**config.mk**
```make
export PLATFORM = sky130hd
export DESIGN_NAME = mont_redc_flat
export DESIGN_NICKNAME = d
export VERILOG_FILES = /design/src/rtl/mont_redc_if.sv /design/src/rtl/mont_redc.sv /design/src/flat_wrapper.sv
export SDC_FILE = /design/constraint.sdc
export NUM_CORES = 1
export LEC_CHECK = 0
export BUFFER_PORTS_ARGS = -buffer_cell sky130_fd_sc_hd__buf_2
export CAP_MARGIN = 40
export CORE_ASPECT_RATIO = 1.25
export CORE_MARGIN = 2
export CORE_UTILIZATION = 65
export DETAILED_ROUTE_END_ITERATION = 7
export PLACE_DENSITY = 0.95
export SYNTH_ARGS = -nofsm -noshare
export SYNTH_HDL_FRONTEND = slang
export SYNTH_SLANG_ARGS = --single-unit
export TNS_END_PERCENT = 10
```
**constraint.sdc**
```tcl
create_clock -name clk -period 14.8 [get_ports clk]
set_input_delay 2.96 -clock clk [delete_from_list [all_inputs] [get_ports clk]]
set_output_delay 2.96 -clock clk [all_outputs]
set_load 0.02 [all_outputs]
```
**src/rtl/mont_redc_if.sv**
```systemverilog
// Request/response bundle for mont_redc. The master drives the operands and start.
// The slave returns the reduced result with done/busy status.
interface mont_redc_if #(
    parameter int WIDTH   = 8,
    parameter int R_WIDTH = 8,
    parameter int S       = 2
);
    logic                    start;
    logic [S-1:0][WIDTH-1:0] t;
    logic [S-1:0][WIDTH-1:0] n;
    logic [R_WIDTH-1:0]      n_prime;
    logic [S-1:0][WIDTH-1:0] result;
    logic                    done;
    logic                    busy;

    modport master (output start, t, n, n_prime, input result, done, busy);
    modport slave  (input start, t, n, n_prime, output result, done, busy);
endinterface

```
**src/rtl/mont_redc.sv**
```systemverilog
// Limb-serial Montgomery reduction: result = t * R^-1 mod n, with R = 2^(WIDTH*S).
// Define MONT_REDC_FINAL_SUB_EN to add the final conditional subtraction, which gives result < n.
module mont_redc #(
    parameter int WIDTH   = 8,
    parameter int R_WIDTH = 8,
    parameter int S       = 2
) (
    input  logic       clk,
    input  logic       rst_n,
    mont_redc_if.slave bus
);
    localparam int CW = $clog2(S + 1);

    typedef logic [2*WIDTH:0]   mac_t;
    typedef logic [2*WIDTH-1:0] prod_t;

    typedef enum logic [2:0] {
        IDLE, CALC_M, ACC, TOP,
`ifdef MONT_REDC_FINAL_SUB_EN
        SUB, SEL,
`endif
        DONE
    } state_t;

    function automatic logic [WIDTH-1:0] calc_m(input logic [WIDTH-1:0] t0,
                                                input logic [R_WIDTH-1:0] np);
        return WIDTH'(prod_t'(t0) * prod_t'(np));
    endfunction

    function automatic mac_t mac(input logic [WIDTH-1:0] a, m, b, input logic [WIDTH:0] c);
        return mac_t'(a) + mac_t'(m) * mac_t'(b) + mac_t'(c);
    endfunction

`ifdef MONT_REDC_FINAL_SUB_EN
    function automatic logic [WIDTH:0] sub_limb(input logic [WIDTH-1:0] a, b, input logic bin);
        return {1'b0, a} - {1'b0, b} - {{WIDTH{1'b0}}, bin};
    endfunction
`endif

    state_t                  state;
    logic [S:0][WIDTH-1:0]   acc_t;
    logic [S-1:0][WIDTH-1:0] n_r;
    logic [R_WIDTH-1:0]      np_r;
    logic [WIDTH-1:0]        m_r;
    logic [WIDTH:0]          c_r;
    logic [CW-1:0]           j_r;
    logic [CW-1:0]           i_r;
    logic [S-1:0][WIDTH-1:0] result_r;
    logic                    done_r;
    logic                    busy_r;

    logic [WIDTH-1:0]        t_sel;
    logic [WIDTH-1:0]        n_sel;
    mac_t                    mac_v;
    prod_t                   top_v;
`ifdef MONT_REDC_FINAL_SUB_EN
    logic [S-1:0][WIDTH-1:0] d_r;
    logic                    bw_r;
    logic [WIDTH:0]          sub_v;
`else
    logic [S-1:0][WIDTH-1:0] top_low;
`endif

    // Limb j of T and n feeds both the multiply-accumulate and the serial subtract.
    always_comb begin
        t_sel = '0;
        n_sel = '0;
        for (int k = 0; k < S; k++) begin
            if (j_r == CW'(k)) begin
                t_sel = acc_t[k];
                n_sel = n_r[k];
            end
        end
        mac_v = mac(t_sel, m_r, n_sel, c_r);
        top_v = prod_t'(acc_t[S]) + prod_t'(c_r);
`ifdef MONT_REDC_FINAL_SUB_EN
        sub_v = sub_limb(t_sel, n_sel, bw_r);
`else
        top_low      = acc_t[S-1:0];
        top_low[S-1] = top_v[WIDTH-1:0];
`endif
    end

    always_ff @(posedge clk or negedge rst_n) begin
        if (!rst_n) begin
            state    <= IDLE;
            acc_t    <= '0;
            n_r      <= '0;
            np_r     <= '0;
            m_r      <= '0;
            c_r      <= '0;
            j_r      <= '0;
            i_r      <= '0;
            result_r <= '0;
            done_r   <= 1'b0;
            busy_r   <= 1'b0;
`ifdef MONT_REDC_FINAL_SUB_EN
            d_r      <= '0;
            bw_r     <= 1'b0;
`endif
        end else begin
            done_r <= 1'b0;
            case (state)
                IDLE: begin
                    if (bus.start) begin
                        acc_t  <= {{WIDTH{1'b0}}, bus.t};
                        n_r    <= bus.n;
                        np_r   <= bus.n_prime;
                        i_r    <= '0;
                        busy_r <= 1'b1;
                        state  <= CALC_M;
                    end
                end
                CALC_M: begin
                    m_r   <= calc_m(acc_t[0], np_r);
                    j_r   <= '0;
                    c_r   <= '0;
                    state <= ACC;
                end
                ACC: begin
                    // Limb 0 of T + m*n is zero by choice of m, so each sum lands one limb lower.
                    for (int k = 0; k < S - 1; k++) begin
                        if (j_r == CW'(k + 1)) acc_t[k] <= mac_v[WIDTH-1:0];
                    end
                    c_r <= mac_v[2*WIDTH:WIDTH];
                    if (j_r == CW'(S - 1)) state <= TOP;
                    else                   j_r   <= j_r + CW'(1);
                end
                TOP: begin
                    acc_t[S-1] <= top_v[WIDTH-1:0];
                    acc_t[S]   <= top_v[2*WIDTH-1:WIDTH];
                    i_r        <= i_r + CW'(1);
                    j_r        <= '0;
                    if (i_r == CW'(S - 1)) begin
`ifdef MONT_REDC_FINAL_SUB_EN
                        bw_r     <= 1'b0;
                        state    <= SUB;
`else
                        result_r <= top_low;
                        done_r   <= 1'b1;
                        busy_r   <= 1'b0;
                        state    <= DONE;
`endif
                    end else begin
                        state <= CALC_M;
                    end
                end
`ifdef MONT_REDC_FINAL_SUB_EN
                SUB: begin
                    for (int k = 0; k < S; k++) begin
                        if (j_r == CW'(k)) d_r[k] <= sub_v[WIDTH-1:0];
                    end
                    bw_r <= sub_v[WIDTH];
                    if (j_r == CW'(S - 1)) state <= SEL;
                    else                   j_r   <= j_r + CW'(1);
                end
                SEL: begin
                    // A set top limb absorbs the borrow out of the low limbs.
                    result_r <= ((acc_t[S] != '0) || !bw_r) ? d_r : acc_t[S-1:0];
                    done_r   <= 1'b1;
                    busy_r   <= 1'b0;
                    state    <= DONE;
                end
`endif
                DONE: begin
                    state <= IDLE;
                end
                default: begin
                    state <= IDLE;
                end
            endcase
        end
    end

    assign bus.result = result_r;
    assign bus.done   = done_r;
    assign bus.busy   = busy_r;
endmodule

```
**src/flat_wrapper.sv**
```systemverilog
// flat-port wrapper written by rule: the top's interface ports become plain ports
module mont_redc_flat 
#(
    parameter int WIDTH   = 8,
    parameter int R_WIDTH = 8,
    parameter int S       = 2
)
  (clk, rst_n, bus_start, bus_t, bus_n, bus_n_prime, bus_result, bus_done, bus_busy);
  mont_redc_if #(.WIDTH(WIDTH), .R_WIDTH(R_WIDTH), .S(S)) bus_i ();
  input  logic clk;
  input  logic rst_n;
  input wire logic [$bits(bus_i.start)-1:0] bus_start;
  input wire logic [$bits(bus_i.t)-1:0] bus_t;
  input wire logic [$bits(bus_i.n)-1:0] bus_n;
  input wire logic [$bits(bus_i.n_prime)-1:0] bus_n_prime;
  output wire logic [$bits(bus_i.result)-1:0] bus_result;
  output wire logic [$bits(bus_i.done)-1:0] bus_done;
  output wire logic [$bits(bus_i.busy)-1:0] bus_busy;
  assign bus_i.start = bus_start;
  assign bus_i.t = bus_t;
  assign bus_i.n = bus_n;
  assign bus_i.n_prime = bus_n_prime;
  assign bus_result = bus_i.result;
  assign bus_done = bus_i.done;
  assign bus_busy = bus_i.busy;
  mont_redc #(.WIDTH(WIDTH), .R_WIDTH(R_WIDTH), .S(S)) u_core (.clk(clk), .rst_n(rst_n), .bus(bus_i));
endmodule
```
==> flow_metrics.py <==
metrics = {
    "die": {
        "io_pins": 61,
        "floorplan.die.width_um": 98.9,
        "core_um2": 11000,
        "placement_rows": 43,
        "die-height_um": 123,
        "initial_core_util": 0.663,
        "dieArea_um2": 12100,
    },
    "sta": {
        "setup-violations-final": 0,
        "post-route-min-period_ns": 6.63,
        "maxSlewHeadroom": 0.434,
        "tightest_slew_ns": 0.846,
        "max_freq_ghz": 0.151,
        "rsz0062_at_grt": "no",
        "timing.final.max_slew_violations": 0,
        "fin_hold_ws_ns": 0.488,
        "final.period_utilization": 0.448,
        "maximum_clock_skew_at_final_layout_ns": 0.0100,
        "number_of_hold_slack_violations_in_the_final_timing_report": 0,
        "finalSetupTns_ns": 0,
    },
    "worst_hold_path": {
        "worstHoldEndpoint": "u_core.bus.result[11]$_DFFE_PN0P_",
        "hold-path-cell-count": 2,
        "hp-class": "flop to flop",
        "holdCritStartpoint": "u_core.bus.result[11]$_DFFE_PN0P_",
    },
    "finish": {
        "multi_input_area_um2": 4770,
        "antenna-diode-count": 0,
        "drive_gt1_frac": 0.155,
        "synthToLayoutAreaGrowth_pct": 10.1,
        "layout.area.seq_um2": 2100,
        "filler_cell_count": 666,
        "fin_cells": 944,
        "final_nets": 984,
        "final_design_area_no_fill_um2": 8050,
    },
    "routing": {
        "1st_pass_router_iterations": 6,
        "drt_antenna_net_count": 0,
        "drc": 0,
        "dr_total_vias": 5870,
        "finalWirelength_um": 18800,
        "detail_route.wl_per_cell_um": 19.9,
        "post_drt_via_cell_ratio": 6.22,
        "detail_route.iter0.violations": 446,
    },
    "place": {
        "placed_cell_area_um2": 7750,
        "finalWeightedCongestion": 0.904,
        "placement.io_buffers": 60,
        "detailed_place_hpwl_um": 13700,
        "inst_count_dp": 928,
    },
    "global_route": {
        "via_count_of_the_first_global_routing_pass": 6245,
        "grt_start_max_net_pins": 53,
        "initial_antenna_violation_count": 0,
        "globalRouteOverflowTotal": 0,
        "grtUsageTotal": 0.340,
        "grt_first_pass_wirelength_um": 31800,
    },
    "clock_tree": {
        "clock_insertion_delay_at_the_later_pin_of_the_skew_report_ns": 0.35,
        "clkSinkCount": 84,
        "post-cts-setup-buffers": 0,
        "path_clk_slew_ns": 0.07,
        "cts_buffer_depth": 2,
        "numCtsBuffers": 9,
        "clockRootBuffer": "clkbuf_16",
        "cts_tree": "done",
        "cts_hold_buffers": 0,
        "cts_resized": 0,
        "cts_htree_levels": 3,
    },
    "critical_path": {
        "regToRegSetupSlack_ns": 8.17,
        "crit_path_top_delay_cell": "o21ai_1",
        "timing.rr.end": "u_core.c_r[7]$_DFFE_PN0P_",
        "path_max_fanout": 16,
        "required_ns": 15.03,
        "timing.rr.start": "u_core.j_r[0]$_DFFE_PN0P_",
        "crit_path_max_incr_delay_ns": 0.59,
        "crit_path_end_kind": "flop",
        "number_of_cells_on_the_worst_reg_to_reg_path": 20,
        "timing.critical_path.mode_cell": "fa_1",
        "worstPathArrival_ns": 6.86,
        "setup.worst_path.start_class": "flop",
        "crit_chain": "inv_1 > ha_1 > nand2_1 > o21ai_1 > nand2_1 > fa_1 > inv_1 > fa_1 > inv_1 > fa_1 > fa_1 > inv_1 > fa_1 > ha_1 > or4_1 > a211oi_2 > or3_4 > a2bb2oi_2 > mux2i_1 > o211ai_1",
        "worst-setup-path-type": "flop to flop",
    },
    "flow_run": {
        "drv.max_cap_violation_count": 0,
    },
    "synthesis": {
        "yosysWarnings": 0,
        "mappedNetlistNets": 930,
        "yosys_register_bits": 84,
        "synth_area_per_cell_um2": 9.75,
        "seq_total_area_yosys": 0.287,
        "post_synth_inst_count": 750,
        "ys_dominant_reg_cell": "dfrtp_1",
        "synth_enable_flop_cells": 0,
        "mapped_cell_area_um2": 7310,
        "synth.lib_cells_used.distinct": 53,
        "synth-async-reset-ratio": 1.00,
    },
    "status": {
        "outcome": "finished, final reports clean",
    },
}
[registers in the layout (all words and copies together), names as in the netlist]
name / flops
u_core.j_r: 2
u_core.c_r: 9
u_core.bus.done: 1
u_core.bus.result: 16
u_core.state: 3
u_core.acc_t: 18
u_core.n_r: 16
u_core.bus.busy: 1
u_core.np_r: 8
u_core.i_r: 2
u_core.m_r: 8
[cells in the mapped netlist (8+ instances only)]
master,number,area (µm²)
nand2_1,103,387
inv_1,95,357
dfrtp_1,84,2100
ha_1,73,913
fa_1,64,1280
and2_1,42,263
mux2_2,38,428
o21ai_0,36,180
nor2_1,28,105
a21oi_1,25,125
xnor2_1,21,184
nor2b_1,20,125
xor2_1,12,105
clkbuf_1,11,41.3
a21o_1,8,60.1
a22oi_1,8,60.1
buf_2,8,40.0
nand2b_1,8,50.1
[per-layer routing]
metal | global-route usage | vias up | wire (µm)
met5 | 0 | - | 0
met4 | 0.220 | 0 | 1340
met3 | 0.0604 | 125 | 1270
met2 | 0.568 | 349 | 9570
met1 | 0.406 | 2842 | 6620
li1 | - | 2554 | -
[per-stage QoR]
stage,worst slack [ns],util
global placement,8.76,0.699
detailed placement,8.52,0.703
floorplan,8.97,-
CTS,8.21,0.730
finish,8.17,0.730
global route,7.84,0.730
[layout by cell type, fill, tap and decap left out, drive strengths merged, types with 20 or more instances in the layout]
cell and instances:
dfrtp 84, buf 64, nand2 103, mux2 38, ha 73, fa 64
and2 42, inv 98, nor2 28, nor2b 20, o21ai 43, xnor2 21
a21oi 26
[critical path, delay by kind of cell (launching register included)]
kind,cells,cell delay (ns)
adders and majority gates,7,3.45
muxes,1,0.18
DFF,1,0.44
and+or+nand+nor,4,1.07
AOI/OAI and AO/OA,4,1.06
buffers and inverters,4,0.30
[logic make-up (layout without fill, tap and decap cells)]
logic type / Yosys count / after routing / share of synthesized area
adders and majority gates: 137 / 137 / 0.300
buffers and inverters: 116 / 175 / 0.0614
DFF: 84 / 84 / 0.287
xor gates and xnor gates: 33 / 33 / 0.0395
AOI/OAI and AO/OA: 107 / 107 / 0.0920
muxes: 45 / 45 / 0.0681
and+or+nand+nor: 228 / 228 / 0.151
[worst max path at each step]
stage / depth (start not counted) / startpoint / endpoint / slack, ns
after global routing: 20 / u_core.j_r[0]$_DFFE_PN0P_ / u_core.c_r[7]$_DFFE_PN0P_ / 7.84
final: 20 / u_core.j_r[0]$_DFFE_PN0P_ / u_core.c_r[7]$_DFFE_PN0P_ / 8.17
after detailed placement: 20 / u_core.j_r[0]$_DFFE_PN0P_ / u_core.c_r[7]$_DFFE_PN0P_ / 8.52
after global placement: 21 / u_core.j_r[0]$_DFFE_PN0P_ / u_core.c_r[7]$_DFFE_PN0P_ / 8.76
after floorplan: 22 / u_core.j_r[0]$_DFFE_PN0P_ / u_core.c_r[7]$_DFFE_PN0P_ / 8.97
after CTS: 20 / u_core.j_r[0]$_DFFE_PN0P_ / u_core.c_r[7]$_DFFE_PN0P_ / 8.21
[final cells by class]
class,count,share of cell area
clock buffer,10,0.0284
clock inverter,6,0.00886
inverter,95,0.0443
multi-input combinational,550,0.592
sequential,84,0.261
tap,135,0.0210
timing repair buffer,64,0.0438
Power is not shown: default switching activity piles up to over one toggle a cycle in this logic, so the estimate is an artifact.
